[config.mk]
export PLATFORM = sky130hd
export DESIGN_NAME = axi4_stream_pkt_arbiter_flat
export DESIGN_NICKNAME = d
export VERILOG_FILES = /design/src/rtl/axi4_stream_arb_pkg.sv /design/src/rtl/axi4_stream_if.sv /design/src/rtl/axi4_stream_pkt_arbiter_rr_arbiter.sv /design/src/rtl/axi4_stream_pkt_arbiter.sv /design/src/flat_wrapper.sv
export SDC_FILE = /design/constraint.sdc
export NUM_CORES = 1
export LEC_CHECK = 0
export CAP_MARGIN = 30
export CORE_MARGIN = 2
export CORE_UTILIZATION = 42
export CTS_BUF_LIST = sky130_fd_sc_hd__clkbuf_4
export CTS_CLUSTER_SIZE = 14
export DETAILED_ROUTE_END_ITERATION = 10
export PLACE_DENSITY_LB_ADDON = 0.12
export SYNTH_ARGS = -nofsm -noshare
export SYNTH_HDL_FRONTEND = slang
export SYNTH_SLANG_ARGS = --single-unit
[constraint.sdc]
create_clock -name clk_i -period 3.8 [get_ports clk_i]
set_input_delay 0.38 -clock clk_i [delete_from_list [all_inputs] [get_ports clk_i]]
set_output_delay 0.38 -clock clk_i [all_outputs]
set_load 0.02 [all_outputs]
[src/rtl/axi4_stream_arb_pkg.sv]
// Shared types and round-robin helpers for the packet arbiter and reusable arbiters.
package axi4_stream_arb_pkg;

    localparam int unsigned MAX_REQ = 16;
    localparam int unsigned IDX_W   = 4;

    typedef enum logic {
        IDLE = 1'b0,
        PKT  = 1'b1
    } state_t;

    // First set request searching upward from last_grant+1 with wrap; bits above
    // the real requester count are expected to be zero.
    function automatic logic [MAX_REQ-1:0] rr_select(input logic [MAX_REQ-1:0] req,
                                                     input logic [IDX_W-1:0]   last_grant);
        logic [MAX_REQ-1:0] grant;
        logic               found;
        logic [IDX_W-1:0]   idx;
        grant = '0;
        found = 1'b0;
        for (int unsigned i = 1; i <= MAX_REQ; i++) begin
            idx = last_grant + IDX_W'(i);
            if (!found && req[idx]) begin
                grant[idx] = 1'b1;
                found      = 1'b1;
            end
        end
        return grant;
    endfunction

    function automatic logic [IDX_W-1:0] onehot_to_idx(input logic [MAX_REQ-1:0] onehot);
        logic [IDX_W-1:0] idx;
        idx = '0;
        for (int unsigned i = 0; i < MAX_REQ; i++) begin
            if (onehot[i]) begin
                idx = idx | IDX_W'(i);
            end
        end
        return idx;
    endfunction

endpackage

[src/rtl/axi4_stream_if.sv]
// AXI4-Stream bundle with master/slave views.
interface axi4_stream_if #(
    parameter int unsigned DATA_WIDTH = 32,
    parameter int unsigned USER_WIDTH = 1,
    parameter int unsigned ID_WIDTH   = 2,
    parameter int unsigned DEST_WIDTH = 1
) ();
    logic                    tvalid;
    logic                    tready;
    logic [DATA_WIDTH-1:0]   tdata;
    logic [DATA_WIDTH/8-1:0] tkeep;
    logic [DATA_WIDTH/8-1:0] tstrb;
    logic                    tlast;
    logic [ID_WIDTH-1:0]     tid;
    logic [DEST_WIDTH-1:0]   tdest;
    logic [USER_WIDTH-1:0]   tuser;

    modport master (output tvalid, tdata, tkeep, tstrb, tlast, tid, tdest, tuser, input tready);
    modport slave  (input tvalid, tdata, tkeep, tstrb, tlast, tid, tdest, tuser, output tready);
endinterface

[src/rtl/axi4_stream_pkt_arbiter_rr_arbiter.sv]
// Round-robin pointer: combinational grant from the registered last-served index.
module rr_arbiter
    import axi4_stream_arb_pkg::*;
#(
    parameter int unsigned N = 4
) (
    input  logic         clk,
    input  logic         rst,
    input  logic [N-1:0] req,
    input  logic         advance,
    input  logic [N-1:0] served,
    output logic [N-1:0] grant_c
);
    logic [IDX_W-1:0] last_q;

    assign grant_c = N'(rr_select(MAX_REQ'(req), last_q));

    // Starting at N-1 makes requester 0 the first winner.
    always_ff @(posedge clk) begin
        if (rst) begin
            last_q <= IDX_W'(N - 1);
        end else if (advance) begin
            last_q <= onehot_to_idx(MAX_REQ'(served));
        end
    end
endmodule

[src/rtl/axi4_stream_pkt_arbiter.sv]
// Packet-granular round-robin AXI4-Stream arbiter with a registered output stage.
// Per-requester packet counters when AXI4_STREAM_PKT_ARBITER_STATS_EN is defined.
module axi4_stream_pkt_arbiter
    import axi4_stream_arb_pkg::*;
#(
    parameter int unsigned REQ_NUM    = 4,
    parameter int unsigned DATA_WIDTH = 32,
    parameter int unsigned USER_WIDTH = 1,
    parameter int unsigned ID_WIDTH   = 2
`ifdef AXI4_STREAM_PKT_ARBITER_STATS_EN
    ,
    parameter int unsigned CNT_WIDTH  = 16
`endif
) (
    input  logic                             clk_i,
    input  logic                             rst_i,
    input  logic [REQ_NUM-1:0]               req_tvalid_i,
    output logic [REQ_NUM-1:0]               req_tready_o,
    input  logic [REQ_NUM*DATA_WIDTH-1:0]    req_tdata_i,
    input  logic [REQ_NUM*DATA_WIDTH/8-1:0]  req_tkeep_i,
    input  logic [REQ_NUM-1:0]               req_tlast_i,
    input  logic [REQ_NUM*USER_WIDTH-1:0]    req_tuser_i,
    axi4_stream_if.master                    pkt_o,
    output logic [REQ_NUM-1:0]               grant_o,
    output logic                             busy_o
`ifdef AXI4_STREAM_PKT_ARBITER_STATS_EN
    ,
    input  logic                             stats_clr_i,
    output logic [REQ_NUM*CNT_WIDTH-1:0]     pkt_cnt_o
`endif
);
    localparam int unsigned KEEP_W = DATA_WIDTH / 8;
    localparam int unsigned SEL_W  = $clog2(REQ_NUM);

    state_t                 state_q, state_d;
    logic [REQ_NUM-1:0]     grant_q, grant_d, arb_grant_c;
    logic [SEL_W-1:0]       sel_idx_c;
    logic                   out_ready_c, hs_c, done_c;

    logic                   out_valid_q;
    logic [DATA_WIDTH-1:0]  out_data_q;
    logic [KEEP_W-1:0]      out_keep_q;
    logic                   out_last_q;
    logic [USER_WIDTH-1:0]  out_user_q;
    logic [ID_WIDTH-1:0]    out_id_q;

    rr_arbiter #(.N(REQ_NUM)) u_rr (
        .clk     (clk_i),
        .rst     (rst_i),
        .req     (req_tvalid_i),
        .advance (done_c),
        .served  (grant_q),
        .grant_c (arb_grant_c)
    );

    // grant_q is zero outside PKT, so tready is only ever offered to the owner.
    assign sel_idx_c    = SEL_W'(onehot_to_idx(MAX_REQ'(grant_q)));
    assign out_ready_c  = !out_valid_q || pkt_o.tready;
    assign req_tready_o = grant_q & {REQ_NUM{out_ready_c}};
    assign hs_c         = |(req_tvalid_i & req_tready_o);
    assign done_c       = hs_c && req_tlast_i[sel_idx_c];

    always_ff @(posedge clk_i) begin
        if (rst_i) begin
            state_q <= IDLE;
            grant_q <= '0;
        end else begin
            state_q <= state_d;
            grant_q <= grant_d;
        end
    end

    always_comb begin
        state_d = state_q;
        grant_d = grant_q;
        case (state_q)
            IDLE: begin
                if (|req_tvalid_i) begin
                    grant_d = arb_grant_c;
                    state_d = PKT;
                end
            end
            PKT: begin
                if (done_c) begin
                    grant_d = '0;
                    state_d = IDLE;
                end
            end
        endcase
    end

    // Load-and-drain in one cycle keeps the stage full for back-to-back words.
    always_ff @(posedge clk_i) begin
        if (rst_i) begin
            out_valid_q <= 1'b0;
            out_data_q  <= '0;
            out_keep_q  <= '0;
            out_last_q  <= 1'b0;
            out_user_q  <= '0;
            out_id_q    <= '0;
        end else if (hs_c) begin
            out_valid_q <= 1'b1;
            out_data_q  <= req_tdata_i[sel_idx_c*DATA_WIDTH +: DATA_WIDTH];
            out_keep_q  <= req_tkeep_i[sel_idx_c*KEEP_W +: KEEP_W];
            out_last_q  <= req_tlast_i[sel_idx_c];
            out_user_q  <= req_tuser_i[sel_idx_c*USER_WIDTH +: USER_WIDTH];
            out_id_q    <= ID_WIDTH'(sel_idx_c);
        end else if (pkt_o.tready) begin
            out_valid_q <= 1'b0;
        end
    end

    assign pkt_o.tvalid = out_valid_q;
    assign pkt_o.tdata  = out_data_q;
    assign pkt_o.tkeep  = out_keep_q;
    assign pkt_o.tstrb  = out_keep_q;
    assign pkt_o.tlast  = out_last_q;
    assign pkt_o.tuser  = out_user_q;
    assign pkt_o.tid    = out_id_q;
    assign pkt_o.tdest  = '0;

    assign grant_o = grant_q;
    assign busy_o  = (state_q == PKT) || out_valid_q;

`ifdef AXI4_STREAM_PKT_ARBITER_STATS_EN
    logic [REQ_NUM*CNT_WIDTH-1:0] cnt_q;

    // Clear has priority over a coincident increment.
    always_ff @(posedge clk_i) begin
        if (rst_i || stats_clr_i) begin
            cnt_q <= '0;
        end else if (done_c) begin
            cnt_q[sel_idx_c*CNT_WIDTH +: CNT_WIDTH] <=
                cnt_q[sel_idx_c*CNT_WIDTH +: CNT_WIDTH] + CNT_WIDTH'(1);
        end
    end

    assign pkt_cnt_o = cnt_q;
`endif
endmodule

[src/flat_wrapper.sv]
// flat-port wrapper written by rule: the top's interface ports become plain ports
module axi4_stream_pkt_arbiter_flat import axi4_stream_arb_pkg::*;
#(
    parameter int unsigned REQ_NUM    = 4,
    parameter int unsigned DATA_WIDTH = 32,
    parameter int unsigned USER_WIDTH = 1,
    parameter int unsigned ID_WIDTH   = 2

)
  (clk_i, rst_i, req_tvalid_i, req_tready_o, req_tdata_i, req_tkeep_i, req_tlast_i, req_tuser_i, grant_o, busy_o, pkt_o_tvalid, pkt_o_tdata, pkt_o_tkeep, pkt_o_tstrb, pkt_o_tlast, pkt_o_tid, pkt_o_tdest, pkt_o_tuser, pkt_o_tready);
  axi4_stream_if #(.DATA_WIDTH(DATA_WIDTH), .USER_WIDTH(USER_WIDTH), .ID_WIDTH(ID_WIDTH), .DEST_WIDTH(1)) pkt_o_i ();
  input  logic clk_i;
  input  logic rst_i;
  input  logic [REQ_NUM-1:0] req_tvalid_i;
  output logic [REQ_NUM-1:0] req_tready_o;
  input  logic [REQ_NUM*DATA_WIDTH-1:0] req_tdata_i;
  input  logic [REQ_NUM*DATA_WIDTH/8-1:0] req_tkeep_i;
  input  logic [REQ_NUM-1:0] req_tlast_i;
  input  logic [REQ_NUM*USER_WIDTH-1:0] req_tuser_i;
  output logic [REQ_NUM-1:0] grant_o;
  output logic busy_o;
  output wire logic [$bits(pkt_o_i.tvalid)-1:0] pkt_o_tvalid;
  output wire logic [$bits(pkt_o_i.tdata)-1:0] pkt_o_tdata;
  output wire logic [$bits(pkt_o_i.tkeep)-1:0] pkt_o_tkeep;
  output wire logic [$bits(pkt_o_i.tstrb)-1:0] pkt_o_tstrb;
  output wire logic [$bits(pkt_o_i.tlast)-1:0] pkt_o_tlast;
  output wire logic [$bits(pkt_o_i.tid)-1:0] pkt_o_tid;
  output wire logic [$bits(pkt_o_i.tdest)-1:0] pkt_o_tdest;
  output wire logic [$bits(pkt_o_i.tuser)-1:0] pkt_o_tuser;
  input wire logic [$bits(pkt_o_i.tready)-1:0] pkt_o_tready;
  assign pkt_o_tvalid = pkt_o_i.tvalid;
  assign pkt_o_tdata = pkt_o_i.tdata;
  assign pkt_o_tkeep = pkt_o_i.tkeep;
  assign pkt_o_tstrb = pkt_o_i.tstrb;
  assign pkt_o_tlast = pkt_o_i.tlast;
  assign pkt_o_tid = pkt_o_i.tid;
  assign pkt_o_tdest = pkt_o_i.tdest;
  assign pkt_o_tuser = pkt_o_i.tuser;
  assign pkt_o_i.tready = pkt_o_tready;
  axi4_stream_pkt_arbiter #(.REQ_NUM(REQ_NUM), .DATA_WIDTH(DATA_WIDTH), .USER_WIDTH(USER_WIDTH), .ID_WIDTH(ID_WIDTH)) u_core (.clk_i(clk_i), .rst_i(rst_i), .req_tvalid_i(req_tvalid_i), .req_tready_o(req_tready_o), .req_tdata_i(req_tdata_i), .req_tkeep_i(req_tkeep_i), .req_tlast_i(req_tlast_i), .req_tuser_i(req_tuser_i), .pkt_o(pkt_o_i), .grant_o(grant_o), .busy_o(busy_o));
endmodule
==> results.json, run 1 <==
{
  "clk_path_buf_depth": 2,
  "antenna_found_initial": 0,
  "max_slew_margin": 0.325,
  "syn_area_mm2": 0.00347,
  "die_x_um": 94.9,
  "cts_setup_buffers": 0,
  "drt_pass1_iterations": 4,
  "ir_drop_v": 0.000254,
  "synthXorXnorAreaFrac": 0,
  "drt_iter0_drc": 162,
  "design_power_total_mw": 2.57,
  "setup_slack_ns": 0.943,
  "ys.warnings.count": 0,
  "arrival_ns": 3.16,
  "yosys.cell_count.top_type": "nand2_1",
  "grt_setup_unrepaired": "no",
  "core_area_mm2": 0.00809,
  "hp-class": "flip-flop to flip-flop",
  "fmax_mhz": 350,
  "yosys-top-cells-area": "dfxtp_1 (28%), a311oi_1 (9.6%), nand2_1 (8.9%)",
  "synth_seq_cells": 48,
  "grt_pass1_vias": 3916,
  "max_cap_viol_count": 0,
  "seq_power_share": 0.281,
  "cts_root_buffer": "clkbuf_4",
  "cts.clk_slew.worst_paths_ns": 0.14,
  "dp_hpwl_um": 9350,
  "cts_tree": "built",
  "fin_skew_ns": 0.0126,
  "synth_compound_area_frac": 0.307,
  "io-pin-count": 214,
  "async_flop_share": 0,
  "synth_commonest_cells": "nand2_1 (82), dfxtp_1 (48), nor2_1 (48)",
  "totalNegativeSetupSlack_ns": 0,
  "synth_fa_ha_area_frac": 0.0253,
  "synth_top_area_share": 0.277,
  "yosys.area_share.simple": 0.256,
  "via_per_inst": 5.65,
  "route.detailed.drc": 0,
  "crit_path_start_kind": "flip-flop",
  "drive_gt1_frac": 0.0449,
  "cts_buffers": 5,
  "p_per_area_mw_per_mm2": 460,
  "antenna_cells": 0,
  "leakage_nw": 2.06,
  "synth_top_family_by_area": "compound AO/OA/AOI/OAI gates",
  "syn2layout_area_growth_pct": 61.3,
  "ant_nets": 0,
  "h-tree-depth": 2,
  "cp_max_fo": 13,
  "multi_input_area_mm2": 0.00227,
  "p_comb_frac": 0.621,
  "die_y_um": 94.9,
  "p_switching_mw": 1.17,
  "numPortBuffers": 212,
  "synth_edf_count": 0,
  "final_nets": 811,
  "seq_area_frac_synth": 0.277,
  "critPathRequiredTime_ns": 4.10,
  "place_congestion": 0.888,
  "seqCellArea_um2": 962,
  "yosys-mux-area-fraction": 0.0588,
  "cts_sinks": 48,
  "wl_per_cell_um": 17.0,
  "tightest_slew_ns": 1.01,
  "slew_violations": 0,
  "avgSynthCellArea_um2": 7.35,
  "status": "finished, final reports clean",
  "met2_length_um": 6500,
  "gr-usage-all-layers": 0.267,
  "ys_types": 49,
  "vias": 4241,
  "p_int_mw": 1.40,
  "setup_violations": 0,
  "gr-total-overflow": 0,
  "hold_buffers": 0,
  "endpoint_kind": "flip-flop",
  "yosysTopAreaCell": "dfxtp_1",
  "syn-num-nets": 638,
  "met3_length_um": 981,
  "nFillCells": 656,
  "wl_met1_um": 5160,
  "hold_viol": 0,
  "initial_utilization": 0.429,
  "grt_start_max_net_pins": 80,
  "swShare": 0.454,
  "maxUsedRoutingLayer": "met4",
  "drt_wl_total_um": 12800,
  "place_ws_ns": 0.983,
  "synthFlopType": "dfxtp_1",
  "synthCells": 472,
  "power.clock.fraction": 0.098,
  "rows": 33,
  "post-route-period-util": 0.752,
  "period_needed_ns": 2.86,
  "cts-resized-gates": 0,
  "dieArea_mm2": 0.00900,
  "critPathKind": "flip-flop to flip-flop",
  "grt_pass1_wl_um": 19000,
  "clock_latency_ns": 0.36
}
## critical path, cell delays in order, from the launching register on
cell,delay [ns]
dfxtp_1,0.61
inv_1,0.21
ha_1,0.50
mux4_2,0.63
a221o_1,0.35
o32ai_1,0.27
a311oi_1,0.08
o2bb2ai_1,0.14
## path summary, 6_finish.rpt
path	from	to	slack [ns]	cells after the start
worst max-delay path	u_core.u_rr.last_q[1]	u_core.grant_o[1]	0.94	7
worst min-delay path	u_core.pkt_o.tlast	u_core.pkt_o.tlast	0.49	2
worst max register to register	u_core.u_rr.last_q[1]	u_core.grant_o[1]	0.94	7
worst min register to register	u_core.pkt_o.tlast	u_core.pkt_o.tlast	0.49	2
## power by group through the flow
stage | logic (mW) | registers (mW) | clock network (mW)
final | 1.60 | 0.722 | 0.252
after global routing | 1.72 | 0.740 | 0.276
after CTS | 1.60 | 0.722 | 0.256
after detailed placement | 1.59 | 0.732 | 0
after global placement | 1.56 | 0.727 | 0
after floorplan | 0.896 | 0.820 | 0
## per-stage QoR
step	cell area, um2	hold WS [ns]	utilization	std cells
after floorplan	3470	0.496	-	472
after global placement	5540	0.466	0.684	743
after detailed placement	5540	0.475	0.684	743
after CTS	5590	0.494	0.691	751
after global routing	5590	0.526	0.691	751
final	5590	0.489	0.691	751
## sequential cells by signal (all words and copies together) (netlist names)
name and count:
u_core.pkt_o.tdata 32, u_core.grant_o 4, u_core.pkt_o.tkeep 4, u_core.pkt_o.tid 2, u_core.u_rr.last_q 2, u_core.pkt_o.tlast 1, u_core.pkt_o.tuser 1, u_core.pkt_o.tvalid 1
u_core.state_q 1
## layout by cell type, fill, tap and decap left out, types with 3 or more instances in the layout
| master | count |
|---|---|
| mux2i_1 | 8 |
| and2_1 | 5 |
| nor2b_1 | 38 |
| nand2_1 | 82 |
| a211oi_1 | 38 |
| mux2_2 | 5 |
| ha_1 | 7 |
| clkdlybuf4s50_1 | 211 |
| buf_4 | 4 |
| inv_1 | 8 |
| mux4_2 | 3 |
| nor2_1 | 47 |
| or2_2 | 4 |
| o21ai_0 | 3 |
| dfxtp_1 | 47 |
| a21oi_1 | 44 |
| a311oi_1 | 38 |
| clkbuf_4 | 7 |
| o211ai_1 | 5 |
## layout make-up
class / instances / share of cell area
inverter: 8 / 0.00537
clock inverter: 1 / 0.000671
tap: 105 / 0.0235
clock buffer: 7 / 0.00939
multi-input combinational: 366 / 0.405
timing repair buffer: 216 / 0.384
sequential: 48 / 0.172
## kinds of logic (layout without fill, tap and decap cells)
family	after synthesis	after routing
mux	16	16
flops	48	48
other cells	1	1
fa+ha+maj	7	7
compound gates	149	149
buf+inv	58	232
simple gates	193	193
## layer usage
layer | track usage | up-vias
met5 | 0 | -
met3 | 0.0646 | 16
met4 | 0.0592 | 0
met2 | 0.488 | 173
li1 | - | 2054
met1 | 0.315 | 1998
No activity file was read; power rests on OpenSTA's default activity.
==> inputs of run 2 (changes only) <==
- CORE_UTILIZATION: 42 -> 35
- clock period: 3.8 -> 2.62 ns (I/O delays scaled with it)
==> results.json, run 2 (synthesis gave the netlist of run 1 again) <==
{
  "leakage_nw": 2.11,
  "crit_path_start_kind": "flip-flop",
  "period_needed_ns": 2.42,
  "grt_pass1_wl_um": 20100,
  "cts_sinks": 48,
  "setup_violations": 0,
  "max_cap_viol_count": 0,
  "cts_buffers": 5,
  "path_cells": "inv_1 > ha_1 > mux4_2 > a221o_1 > o32ai_1 > a311oi_1 > o2bb2ai_1",
  "place_ws_ns": 0.258,
  "initial_utilization": 0.358,
  "rrSetupSlack_ns": 0.20,
  "die_x_um": 104,
  "rows": 36,
  "layout_commonest_cell": "clkdlybuf4s50_1",
  "design_power_total_mw": 3.78,
  "final_cells": 790,
  "post-route-period-util": 0.924,
  "clk_path_buf_depth": 2,
  "arrival_ns": 2.72,
  "cts_tree": "built",
  "final_nets": 821,
  "totalNegativeSetupSlack_ns": 0,
  "h-tree-depth": 2,
  "cts_setup_buffers": 0,
  "gr-total-overflow": 0,
  "grt_setup_unrepaired": "no",
  "grt_start_max_net_pins": 50,
  "antenna_found_initial": 1,
  "regToRegStartpoint": "u_core.u_rr.last_q[0]",
  "r2r-end": "u_core.grant_o[1]",
  "final_cell_mix": "clkdlybuf4s50_1 (211), nand2_1 (82), nor2_1 (47), dfxtp_1 (47), a21oi_1 (44)",
  "setup_slack_ns": 0.198,
  "hold_depth": 2,
  "numPortBuffers": 212,
  "p_per_area_mw_per_mm2": 661,
  "hold_buffers": 0,
  "endpoint_kind": "flip-flop",
  "p_comb_frac": 0.641,
  "ir_drop_v": 0.000349,
  "drt_iter0_drc": 167,
  "swShare": 0.449,
  "p_switching_mw": 1.70,
  "grt_pass1_vias": 3966,
  "critPathRequiredTime_ns": 2.91,
  "syn2layout_area_growth_pct": 64.9,
  "cts_root_buffer": "clkbuf_4",
  "place_congestion": 1.05,
  "reg2regPathDepth": 7,
  "cp_max_fo": 7,
  "drive_gt1_frac": 0.0595,
  "vias": 4210,
  "seq_power_share": 0.267,
  "cts.clk_slew.worst_paths_ns": 0.14,
  "route.detailed.drc": 0,
  "gr-usage-all-layers": 0.227,
  "largest_register_ffs": 32,
  "drt_wl_total_um": 12700,
  "ant_nets": 0,
  "critPathKind": "flip-flop to flip-flop",
  "p_int_mw": 2.08,
  "cpMaxStageDelayCell": "mux4_2",
  "core_area_mm2": 0.00968,
  "dieArea_mm2": 0.0107,
  "wl_per_cell_um": 16.1,
  "tightest_slew_ns": 0.521,
  "status": "finished, final reports clean",
  "fmax_mhz": 413,
  "dp_hpwl_um": 9500,
  "max_stage_delay_ns": 0.65,
  "via_per_inst": 5.33,
  "hold_end": "u_core.pkt_o.tdata[7]",
  "power.clock.fraction": 0.092,
  "hold_viol": 0,
  "max_slew_margin": 0.652,
  "io-pin-count": 214,
  "hp-start": "rst_i",
  "hp-class": "input pin to flip-flop",
  "clock_latency_ns": 0.35,
  "slew_violations": 0,
  "drt_pass1_iterations": 5,
  "die_y_um": 104,
  "fin_util": 0.591,
  "dp_cells": 781,
  "cts-resized-gates": 0,
  "fin_skew_ns": 0.00406
}
run 2: area by class of cell:
class / instances / area [um2]
clock buffer: 6 / 45.0
multi-input combinational: 366 / 2270
sequential: 48 / 962
tap: 133 / 166
timing repair buffer: 226 / 2230
inverter: 8 / 30.0
antenna: 1 / 2.50
clock inverter: 2 / 11.3
fill: 911 / 3970
run 2: metal layers:
| metal | GRT usage | share of wire | vias up |
|---|---|---|---|
| met5 | 0 | 0 | - |
| met4 | 0.0637 | 0.022 | 0 |
| met3 | 0.0717 | 0.094 | 26 |
| met2 | 0.403 | 0.49 | 217 |
| met1 | 0.263 | 0.40 | 1897 |
| li1 | - | - | 2070 |
run 2: worst max path at each step:
stage | from | end | slack, ns | depth (start not counted)
floorplan | u_core.u_rr.last_q[1] | u_core.grant_o[1] | 0.08 | 9
global placement | u_core.u_rr.last_q[0] | u_core.grant_o[1] | 0.36 | 7
detailed placement | u_core.u_rr.last_q[0] | u_core.grant_o[1] | 0.26 | 7
CTS | u_core.u_rr.last_q[0] | u_core.grant_o[1] | 0.23 | 7
global route | u_core.u_rr.last_q[1] | u_core.grant_o[1] | 0.04 | 7
finish | u_core.u_rr.last_q[0] | u_core.grant_o[1] | 0.20 | 7
run 2: power groups by stage:
stage | combinational (mW) | sequential, mW | clock (mW)
after floorplan | 1.30 | 1.19 | 0
after global placement | 2.38 | 1.02 | 0
after detailed placement | 2.41 | 1.02 | 0
after CTS | 2.42 | 1.01 | 0.367
after global routing | 2.62 | 1.03 | 0.396
final | 2.42 | 1.01 | 0.348
run 2: worst max-delay path, delay by kind of cell (launching register included):
kind	cells	cell delay (ns)
compound gates	4	0.83
flops	1	0.36
mux	1	0.65
buf+inv	1	0.06
fa+ha+maj	1	0.47
run 2: per-stage QoR:
stage	instance area, um2	hold WS [ns]
after floorplan	3470	0.496
after global placement	5660	0.452
after detailed placement	5660	0.462
after CTS	5720	0.271
after global routing	5720	0.265
final	5720	0.282
==> inputs of run 3 (changes only) <==
- CTS_CLUSTER_SIZE: 14 -> 20
- SKIP_LAST_GASP: default -> 1
==> results of run 3 <==
Same layout as run 2: the final DEF is identical, and so are final timing and power.
